===== config.mk =====
export PLATFORM = sky130hd
export DESIGN_NAME = ras_ctrl
export DESIGN_NICKNAME = d
export VERILOG_FILES = /design/src/rtl/ras_ctrl_pkg.sv /design/src/rtl/ras_ctrl.sv
export SDC_FILE = /design/constraint.sdc
export NUM_CORES = 1
export LEC_CHECK = 0
export BUFFER_PORTS_ARGS = -buffer_cell sky130_fd_sc_hd__buf_2
export CAP_MARGIN = 20
export CORE_MARGIN = 2
export CORE_UTILIZATION = 54
export CTS_CLUSTER_SIZE = 20
export DETAILED_ROUTE_END_ITERATION = 6
export GPL_TIMING_DRIVEN = 0
export PLACE_DENSITY = 0.78
export SYNTH_ARGS = -nofsm -noshare
export SYNTH_HDL_FRONTEND = slang
export SYNTH_SLANG_ARGS = --single-unit

===== constraint.sdc =====
create_clock -name clk_i -period 1.7 [get_ports clk_i]
set_input_delay 0.255 -clock clk_i [delete_from_list [all_inputs] [get_ports clk_i]]
set_output_delay 0.255 -clock clk_i [all_outputs]
set_load 0.05 [all_outputs]

===== src/rtl/ras_ctrl_pkg.sv =====
// Shared frontend types: the virtual-address width and the return-address-stack entry.
// Both packages sit in one file so the address width is always compiled before its users.
package riscv;
  localparam int unsigned VLEN = 39;
endpackage

package ariane_pkg;
  typedef struct packed {
    logic                   valid;
    logic [riscv::VLEN-1:0] ra;
  } ras_t;
endpackage


===== src/rtl/ras_ctrl.sv =====
// Return address stack for the fetch frontend: calls push pc+2/+4, returns pop,
// and a combined call+return replaces the top entry. All outputs come straight from flops.
module ras_ctrl
  import ariane_pkg::*;
#(
  parameter int unsigned DEPTH = 2
) (
  input  logic                         clk_i,
  input  logic                         rst_ni,
  input  logic                         flush_i,
  input  logic                         valid_i,
  input  logic                         call_i,
  input  logic                         return_i,
  input  logic                         is_rvc_i,
  input  logic [riscv::VLEN-1:0]       pc_i,
  output logic [riscv::VLEN-1:0]       ras_o,
  output logic                         ras_valid_o,
  output logic [$clog2(DEPTH+1)-1:0]   count_o
);

  localparam int unsigned CW = $clog2(DEPTH + 1);

  ras_t           stack_q [DEPTH];
  ras_t           stack_d [DEPTH];
  logic [CW-1:0]  count_q;
  logic [CW-1:0]  count_d;

  logic                   push_ev;
  logic                   pop_ev;
  logic                   swap_ev;
  logic [riscv::VLEN-1:0] push_addr;

  assign push_ev   = valid_i & call_i & ~return_i;
  assign pop_ev    = valid_i & return_i & ~call_i;
  assign swap_ev   = valid_i & call_i & return_i;
  // Adder result is kept at VLEN bits so the top of the address space wraps to zero.
  assign push_addr = pc_i + (is_rvc_i ? riscv::VLEN'(2) : riscv::VLEN'(4));

  always_comb begin
    for (int i = 0; i < DEPTH; i++) begin
      stack_d[i] = stack_q[i];
    end
    count_d = count_q;

    if (flush_i) begin
      for (int i = 0; i < DEPTH; i++) begin
        stack_d[i] = '0;
      end
      count_d = '0;
    end else if (swap_ev && count_q != '0) begin
      stack_d[0].ra = push_addr;
    end else if (push_ev || swap_ev) begin
      // A swap on an empty stack has nothing to replace, so it degenerates to a push.
      stack_d[0] = '{valid: 1'b1, ra: push_addr};
      for (int i = 1; i < DEPTH; i++) begin
        stack_d[i] = stack_q[i-1];
      end
      if (count_q != CW'(DEPTH)) begin
        count_d = count_q + CW'(1);
      end
    end else if (pop_ev && count_q != '0) begin
      for (int i = 0; i < DEPTH - 1; i++) begin
        stack_d[i] = stack_q[i+1];
      end
      stack_d[DEPTH-1] = '0;
      count_d = count_q - CW'(1);
    end
  end

  always_ff @(posedge clk_i or negedge rst_ni) begin
    if (!rst_ni) begin
      for (int i = 0; i < DEPTH; i++) begin
        stack_q[i] <= '0;
      end
      count_q <= '0;
    end else begin
      for (int i = 0; i < DEPTH; i++) begin
        stack_q[i] <= stack_d[i];
      end
      count_q <= count_d;
    end
  end

  assign ras_o       = stack_q[0].ra;
  assign ras_valid_o = stack_q[0].valid;
  assign count_o     = count_q;

endmodule

# Word level (Yosys, flattened, before mapping)
# Index checks and enable logic that the tools add are counted.
# op_classes
addsub	3
multipliers	0
div_mod_pow	0
n_lt_le_gt_ge	0
eq_ne	3
shifts	0
muxes	12
bitwise_logic	7
n_reduce_logical	8
# op_table
op	n
$mux W80	3
$mux W40	1
$add A39 B3 Y39	1
$mux W39	1
$mux W2	5
$and A1 B1 Y1	5
$ne A2 B2 Y1 const B	2
$reduce_bool A4 Y1	1
$mux W3	1
$ne A3 B2 Y1 const B	1
$reduce_and A3 Y1	1
$reduce_bool A3 Y1	1
$add A2 B1 Y2 const B	1
$logic_and A1 B1 Y1	2
$not A1 Y1	2
$reduce_and A2 Y1	1
$reduce_bool A2 Y1	1
$sub A2 B1 Y2 const B	1
$logic_or A1 B1 Y1	1
$mux W1	1
# word_totals
register_bits	82
latchBits	0
ram_bits	0
mem_bits_ro	0
input_bits	46
out_inout_bits	42
elab_cells	38
memories	0

# Logic depth before layout (Yosys ltp)
# Gate-level depths: netlist (run 1).
# logic_depth
depth_word	7
ltp_mapped	8
depth_no_buf	8

# Least setup slack after synthesis (run 1)
# Ideal clock, no wire load.
# synth_timing
path_type	input to register
from	in is_rvc_i
to	reg stack_q (netlist bit ras_o[29])
setup_time_ps	64
t_arrival_ps	2043
required_time_ps	1636
path_slack_ps	-407
cell_stages	8
n_path_buf	0
cell_sequence	ha_1 inv_1 fa_1 and4b_2 nand3_4 or4_1 a31oi_1 a21o_1
# synth_via
elab_chain_cells	5
# synth_rtl
element	line_no	source
from (decl)	ras_ctrl.sv:14	input logic is_rvc_i,
$mux W3 (*)	ras_ctrl.sv:37	assign push_addr = pc_i + (is_rvc_i ? riscv::VLEN'(2) : riscv::VLEN'(4));
$add A39 B3 Y39 (*)	ras_ctrl.sv:37	
$mux W80	ras_ctrl.sv:52	end else if (push_ev || swap_ev) begin
$mux W39 (*)	ras_ctrl.sv:50	end else if (swap_ev && count_q != '0) begin
$mux W80 (*)	ras_ctrl.sv:45	if (flush_i) begin
to (signal, indexed assignment)	ras_ctrl.sv:78	stack_q[i] <= stack_d[i];
to (decl)	ras_ctrl.sv:23	ras_t stack_q [DEPTH];
# Every way passes the cells marked *; elsewhere a longest branch is shown, timed or not.
# A chain may end at the register's enable or synchronous reset.

# Worst setup path after layout (run 1)
# layout_timing
from	in is_rvc_i
to	reg stack_q (netlist bit ras_o[35])
# Same word-level chain as after synthesis.

==> impl_results.md, run 1 <==
* DP Wirelength at 9.23 mm
* Setup Viol. Count Final at 10
* WS Path Type: in2reg
* Top Family by Delay on Critical Path: simple AND/OR/NAND/NOR gates
* DRT Pass-1 Iters at 5
* Routed Antenna Nets at 0
* EDFF count, synth at 0
* Leakage dissipation at 2.89 nW
* Max incr delay on CP at 0.36 ns
* Actual slew at the worst max-slew pin at 0.680 ns
* Crit-path max FO at 5
* Overall global routing resource usage at 28.1%
* Clock Sink Count at 82
* Initial DRC count at 329
* Relative slew slack at 54.6%
* Peak VDD IR at 0.000418 V
* Register area share after synthesis at 42.6%
* Mapped cell area at 4820 um2
* Crit-path slowest cell: fa_2
* # Max-Cap Violations at 0
* Core area at 8680 um2
* Number of global-route vias before repair at 4481
* Initial Util at 55.5%
* First-pass GRT wire length at 21.8 mm
* Mean area per synthesized cell at 9.04 um2
* Clock transition at path regs at 0.08 ns
* Die X at 98.5 um
* Via count at 4498
* RSZ-0062 raised after global routing: yes
* Nets at 703
* # diodes at 0
* Setup TNS at -0.823 ns
* Full die area at 9700 um2
* #FFs+latches synth at 82
* Area added between synthesis and finish at 25.5%
* Worst Path Arrival at 2.16 ns
* Layout cell share with drive strength beyond 1 at 33.3%
* Synth Warn # at 0
* Ys async rst share at 100%
* HP Class: in2reg
* Core Util, Final at 69.7%
* IO Port Bufs at 87
* Final hold violation count at 0
* Crit path required time at 2.00 ns
* Post-Route WL at 13.8 mm
* Setup slack after layout at -0.156 ns
* CP Capture Type: register
* CTS Buffer Depth at 2
* Clk Latency, worst-skew pair at 0.36 ns
* TritonCTS clock tree: done
* Post-synthesis cell type count at 49
* Syn_nets at 582
* Nature of the critical path startpoint: input port
* Die height at 98.5 um
* Avg Vias per Cell at 5.87
* Worst clock skew at 0.00684 ns
* I/O Pins at 88
* Count of pins over their slew limit at 0
* Final Cycle Share at 109%
* Top FF cell, synth: dfrtp_1
* Maximum number of pins on one net before global-route repair at 54
* Dpl cell area at 5450 um2
* Buf/Inv on CP at 4
* Failing checks: negative setup slack
* Status: finished, violations left
* Most frequent cells in the layout: 95 x nand2_1, 86 x buf_2, 80 x dfrtp_1
* Clk root buf: clkbuf_8
* Crit path time final at 1.86 ns
* Wirelength per Cell at 18.0 um
* Mapped Cells at 533
* Final Cell Area at 6050 um2
* GRT overflow at 0
* Most common cell after layout, fill and taps aside: nand2_1
* FMAX at 539 MHz
* H-tree depth at 3
* CP Cell Sequence: buf_8, ha_4, inv_2, fa_2, and4b_2, nand3_4, buf_6, nor4_4, buf_4, and3_1, o31a_1
* Initial antenna violation count at 0
* # rows at 34
* Gpl congestion at 0.874
* Total CTS buffers at 9
* Pwr/cell area at 767 nW/um2
* # DRC at 0
area by class of cell:
cell class | count | area, um2
inverters | 7 | 26.3
plain buffers | 68 | 452
clock buffers | 13 | 169
clock inverters | 2 | 35.0
flip-flops and latches | 82 | 2050
repair buffers | 110 | 677
well taps | 108 | 135
fillers | 656 | 2630
multi-input cells | 376 | 2500
registers in the layout, indices dropped and copies added (netlist names):
register     count
ras_valid_o      1
count_o          2
stack_q         40
ras_o           39
final timing paths:
kind,slack (ns),to,from,depth (start not counted)
worst max-delay path,-0.16,ras_o[35]$_DFFE_PN0P_,is_rvc_i,11
worst min-delay path,0.18,ras_o[0]$_DFFE_PN0P_,pc_i[0],3
worst max register to register,0,ras_o[35]$_DFFE_PN0P_,count_o[1]$_DFFE_PN0P_,6
worst min register to register,0.49,stack_q[1]$_DFFE_PN0P_,stack_q[1]$_DFFE_PN0P_,2
max in group asynchronous,0.72,ras_o[37]$_DFFE_PN0P_,rst_ni,3
min in group asynchronous,0.37,ras_o[15]$_DFFE_PN0P_,rst_ni,2
cells in the mapped netlist (3+ instances only):
cell type,n,area [um2]
nand2_1,95,357
dfrtp_1,82,2050
o21ai_0,54,270
buf_4,40,300
nor2_1,26,97.6
xnor2_1,25,219
a21oi_1,24,120
mux2i_1,20,200
clkbuf_1,16,60.1
a211oi_1,14,105
a22oi_1,12,90.1
nand4_1,11,68.8
nand3_1,10,50.1
a21o_1,9,67.6
buf_2,9,45.0
and3_1,7,43.8
inv_1,7,26.3
nor3_1,7,35.0
nor4_1,7,43.8
xor2_1,7,61.3
and2_1,5,31.3
mux2_2,4,45.0
nand3_4,4,70.1
o21ai_1,4,20.0
and4_1,3,26.3
what timing repair did:
action	in CTS	in global routing
setup buffers	12	10
endpoints found under the setup margin	76	72
gates resized for setup	27	41
pin swaps	14	24
hold buffers	1	0
endpoints found under the hold margin	29	0
where the power goes:
part	switching (mW)	internal, mW	leakage, nW
clock	0.707	0.791	0.106
sequential	0.0701	2.03	1.12
combinational	0.673	0.368	1.67
layer usage:
layer  GRT usage [%]  vias up  share of wire [%]
met5               0        -                  0
met4            11.6        0                2.9
met3            3.83       36                5.7
met2            47.8      182                 50
met1            36.4     2200                 41
li1                -     2080                  -
through the flow:
stage	total power [mW]	cells	hold slack, ns	worst slack (ns)
after global placement	3.05	728	0.461	-0.572
final	4.64	766	0.180	-0.156
after detailed placement	3.08	729	0.221	-0.656
after global routing	4.79	766	0.203	-0.251
after CTS	4.58	757	0.181	-0.157
after floorplan	2.75	533	-0.0406	-0.288
kinds of logic (layout without fill, tap and decap cells):
family / count (synthesis) / after routing / share of synthesized area (%)
xor gates and xnor gates: 32 / 32 / 5.82
adders and majority gates: 3 / 3 / 0.935
and+or+nand+nor: 187 / 187 / 19.9
DFF: 82 / 82 / 42.6
muxes: 24 / 24 / 5.09
buffers and inverters: 75 / 200 / 9.22
AOI/OAI and AO/OA: 130 / 130 / 16.5
worst reg2reg max path, cell delays in order (launching register included):
cell      delay (ns)
dfrtp_2         0.46
o211ai_4        0.29
buf_12          0.16
buf_4           0.23
mux2i_1         0.23
a21oi_1         0.10
o31a_1          0.14
Power figures use the tool's default switching activity.
==> run 2: changes to the inputs <==
--- a/config.mk
+++ b/config.mk
@@ -13,6 +13,7 @@
 export DETAILED_ROUTE_END_ITERATION = 6
 export GPL_TIMING_DRIVEN = 0
 export PLACE_DENSITY = 0.78
+export REMOVE_ABC_BUFFERS = 1
 export SYNTH_ARGS = -nofsm -noshare
 export SYNTH_HDL_FRONTEND = slang
 export SYNTH_SLANG_ARGS = --single-unit
==> constraint.sdc (replaced) <==
create_clock -name clk_i -period 1.7 [get_ports clk_i]
set_input_delay 0.085 -clock clk_i [delete_from_list [all_inputs] [get_ports clk_i]]
set_output_delay 0.085 -clock clk_i [all_outputs]
set_load 0.05 [all_outputs]
==> run 2 against run 1 <==
  * The flow still finishes with violations (negative setup slack)
  * Final cell count down 7.4%
  * First-iteration DRC count down 4.0%
  * Clock skew down 0.0018 ns
  * Sequential share of layout area up 1.6 points
  * Clock power down 3%
  * Critical endpoint is now ras_valid_o$_DFFE_PN0P_
  * Worst setup slack better by 0.13 ns
==> impl_results.md, run 2 (synthesized netlist as in run 1, its figures left out) <==
* Number of global-route vias before repair at 3920
* Clk Latency, worst-skew pair at 0.35 ns
* Worst reg2reg startpoint: count_o[1]$_DFFE_PN0P_
* RSZ-0062 raised after global routing: yes
* Flop-to-flop setup slack at -0.02 ns
* Hold depth at 3
* Initial Util at 55.5%
* Leakage dissipation at 2.62 nW
* Pwr/cell area at 782 nW/um2
* Hold Crit Start: pc_i[0]
* Routed Antenna Nets at 0
* Avg Vias per Cell at 5.80
* Count of pins over their slew limit at 0
* Actual slew at the worst max-slew pin at 0.909 ns
* Initial DRC count at 316
* FMAX at 581 MHz
* Initial antenna violation count at 0
* Final hold violation count at 0
* CTS Buffer Depth at 2
* DRT Pass-1 Iters at 4
* Peak VDD IR at 0.000390 V
* Post-Route WL at 12.6 mm
* DP Wirelength at 7.92 mm
* Setup slack after layout at -0.0219 ns
* # rows at 34
* Worst Path Arrival at 1.98 ns
* Core area at 8680 um2
* H-tree depth at 3
* HP Class: in2reg
* First-pass GRT wire length at 19.8 mm
* Overall global routing resource usage at 25.3%
* I/O Pins at 88
* Crit path required time at 1.95 ns
* Maximum number of pins on one net before global-route repair at 47
* Clk root buf: clkbuf_8
* CP Capture Type: register
* Final Cycle Share at 101%
* Total CTS buffers at 9
* Most common cell after layout, fill and taps aside: nand2_1
* Wirelength per Cell at 17.7 um
* Clock Sink Count at 82
* Reg2reg path depth at 6
* Number of flip-flops in the largest register at 40
* Full die area at 9700 um2
* Nature of the critical path startpoint: register
* Failing checks: negative setup slack
* Layout cell share with drive strength beyond 1 at 28.3%
* Crit-path max FO at 11
* Status: finished, violations left
* WS Path Type: reg2reg
* Worst clock skew at 0.00502 ns
* Critical path startpoint: count_o[1]$_DFFE_PN0P_
* # Max-Cap Violations at 0
* GRT overflow at 0
* Most frequent cells in the layout: 92 x nand2_1, 84 x buf_2, 80 x dfrtp_1
* Area added between synthesis and finish at 20.0%
* Nets at 645
* Die X at 98.5 um
* IO Port Bufs at 87
* # DRC at 0
* Clock transition at path regs at 0.09 ns
* Relative slew slack at 39.4%
* # diodes at 0
* Gpl congestion at 0.891
* Worst Hold End: ras_o[0]$_DFFE_PN0P_
* Setup Viol. Count Final at 2
* Top reg by flops: stack_q
* Reg2Reg Capture Point: ras_valid_o$_DFFE_PN0P_
* Via count at 4111
* Die height at 98.5 um
* Crit path time final at 1.72 ns
* Overall power at 4.52 mW
* Setup TNS at -0.0426 ns
* TritonCTS clock tree: done
==> run 2: timing repair <==
| item | 4_1_cts | 5_1_grt |
|---|---|---|
| hold buffers | 2 | 0 |
| endpoints found under the setup margin | 69 | 62 |
| pin swaps | 10 | 19 |
| cloned | 2 | 1 |
| buffers inserted | 14 | 8 |
| gates resized for setup | 17 | 36 |
| endpoints found under the hold margin | 37 | 0 |
==> run 2: how the worst max path moves through the flow <==
stage	cells past startpoint	to
final	6	ras_valid_o$_DFFE_PN0P_
after global routing	6	ras_valid_o$_DFFE_PN0P_
after CTS	7	ras_o[22]$_DFFE_PN0P_
after detailed placement	6	stack_q[1]$_DFFE_PN0P_
after global placement	4	stack_q[3]$_DFFE_PN0P_
after floorplan	4	stack_q[0]$_DFFE_PN0P_
==> run 2: final cells by class <==
type / instances / area [um2]
Tap cell: 108 / 135
Inverter: 7 / 26.3
Clock buffer: 9 / 124
Fill cell: 686 / 2900
Timing Repair Buffer: 117 / 841
Multi-Input combinational cell: 379 / 2520
Clock inverter: 7 / 77.6
Sequential cell: 82 / 2050
==> run 2: critical path, cell delays in order (launching register included) <==
cell       delay (ns)
dfrtp_2          0.46
o211ai_4         0.22
clkbuf_16        0.17
nor2_4           0.06
buf_12           0.19
o2bb2ai_4        0.20
o31ai_1          0.32
==> run 2: metal layers <==
| metal | global-route usage (%) | wire length, um |
|---|---|---|
| met5 | 0 | 0 |
| met4 | 7.59 | 194 |
| met3 | 3.76 | 580 |
| met2 | 41.2 | 6370 |
| met1 | 35.3 | 5420 |
==> run 2: through the flow <==
stage,instance area [um2],setup WS [ns],hold WS (ns),util [%],instances
2_1_floorplan,4400,-2.39,-0.211,-,465
3_3_place_gp,4970,-3.65,0.368,57.3,660
3_5_place_dp,5140,-1.02,0.0829,59.2,667
4_1_cts,5570,0.00695,0.0118,64.2,701
5_1_grt,5780,-0.103,0.0382,66.6,709
6_report,5780,-0.0219,0.0176,66.6,709
==> run 2: report_power, final <==
part	leakage [nW]	switching [mW]	total, mW	internal (mW)
combinational	1.40	0.657	0.981	0.324
sequential	1.12	0.0674	2.09	2.03
clock	0.100	0.755	1.45	0.691
total	2.62	1.48	4.52	3.04
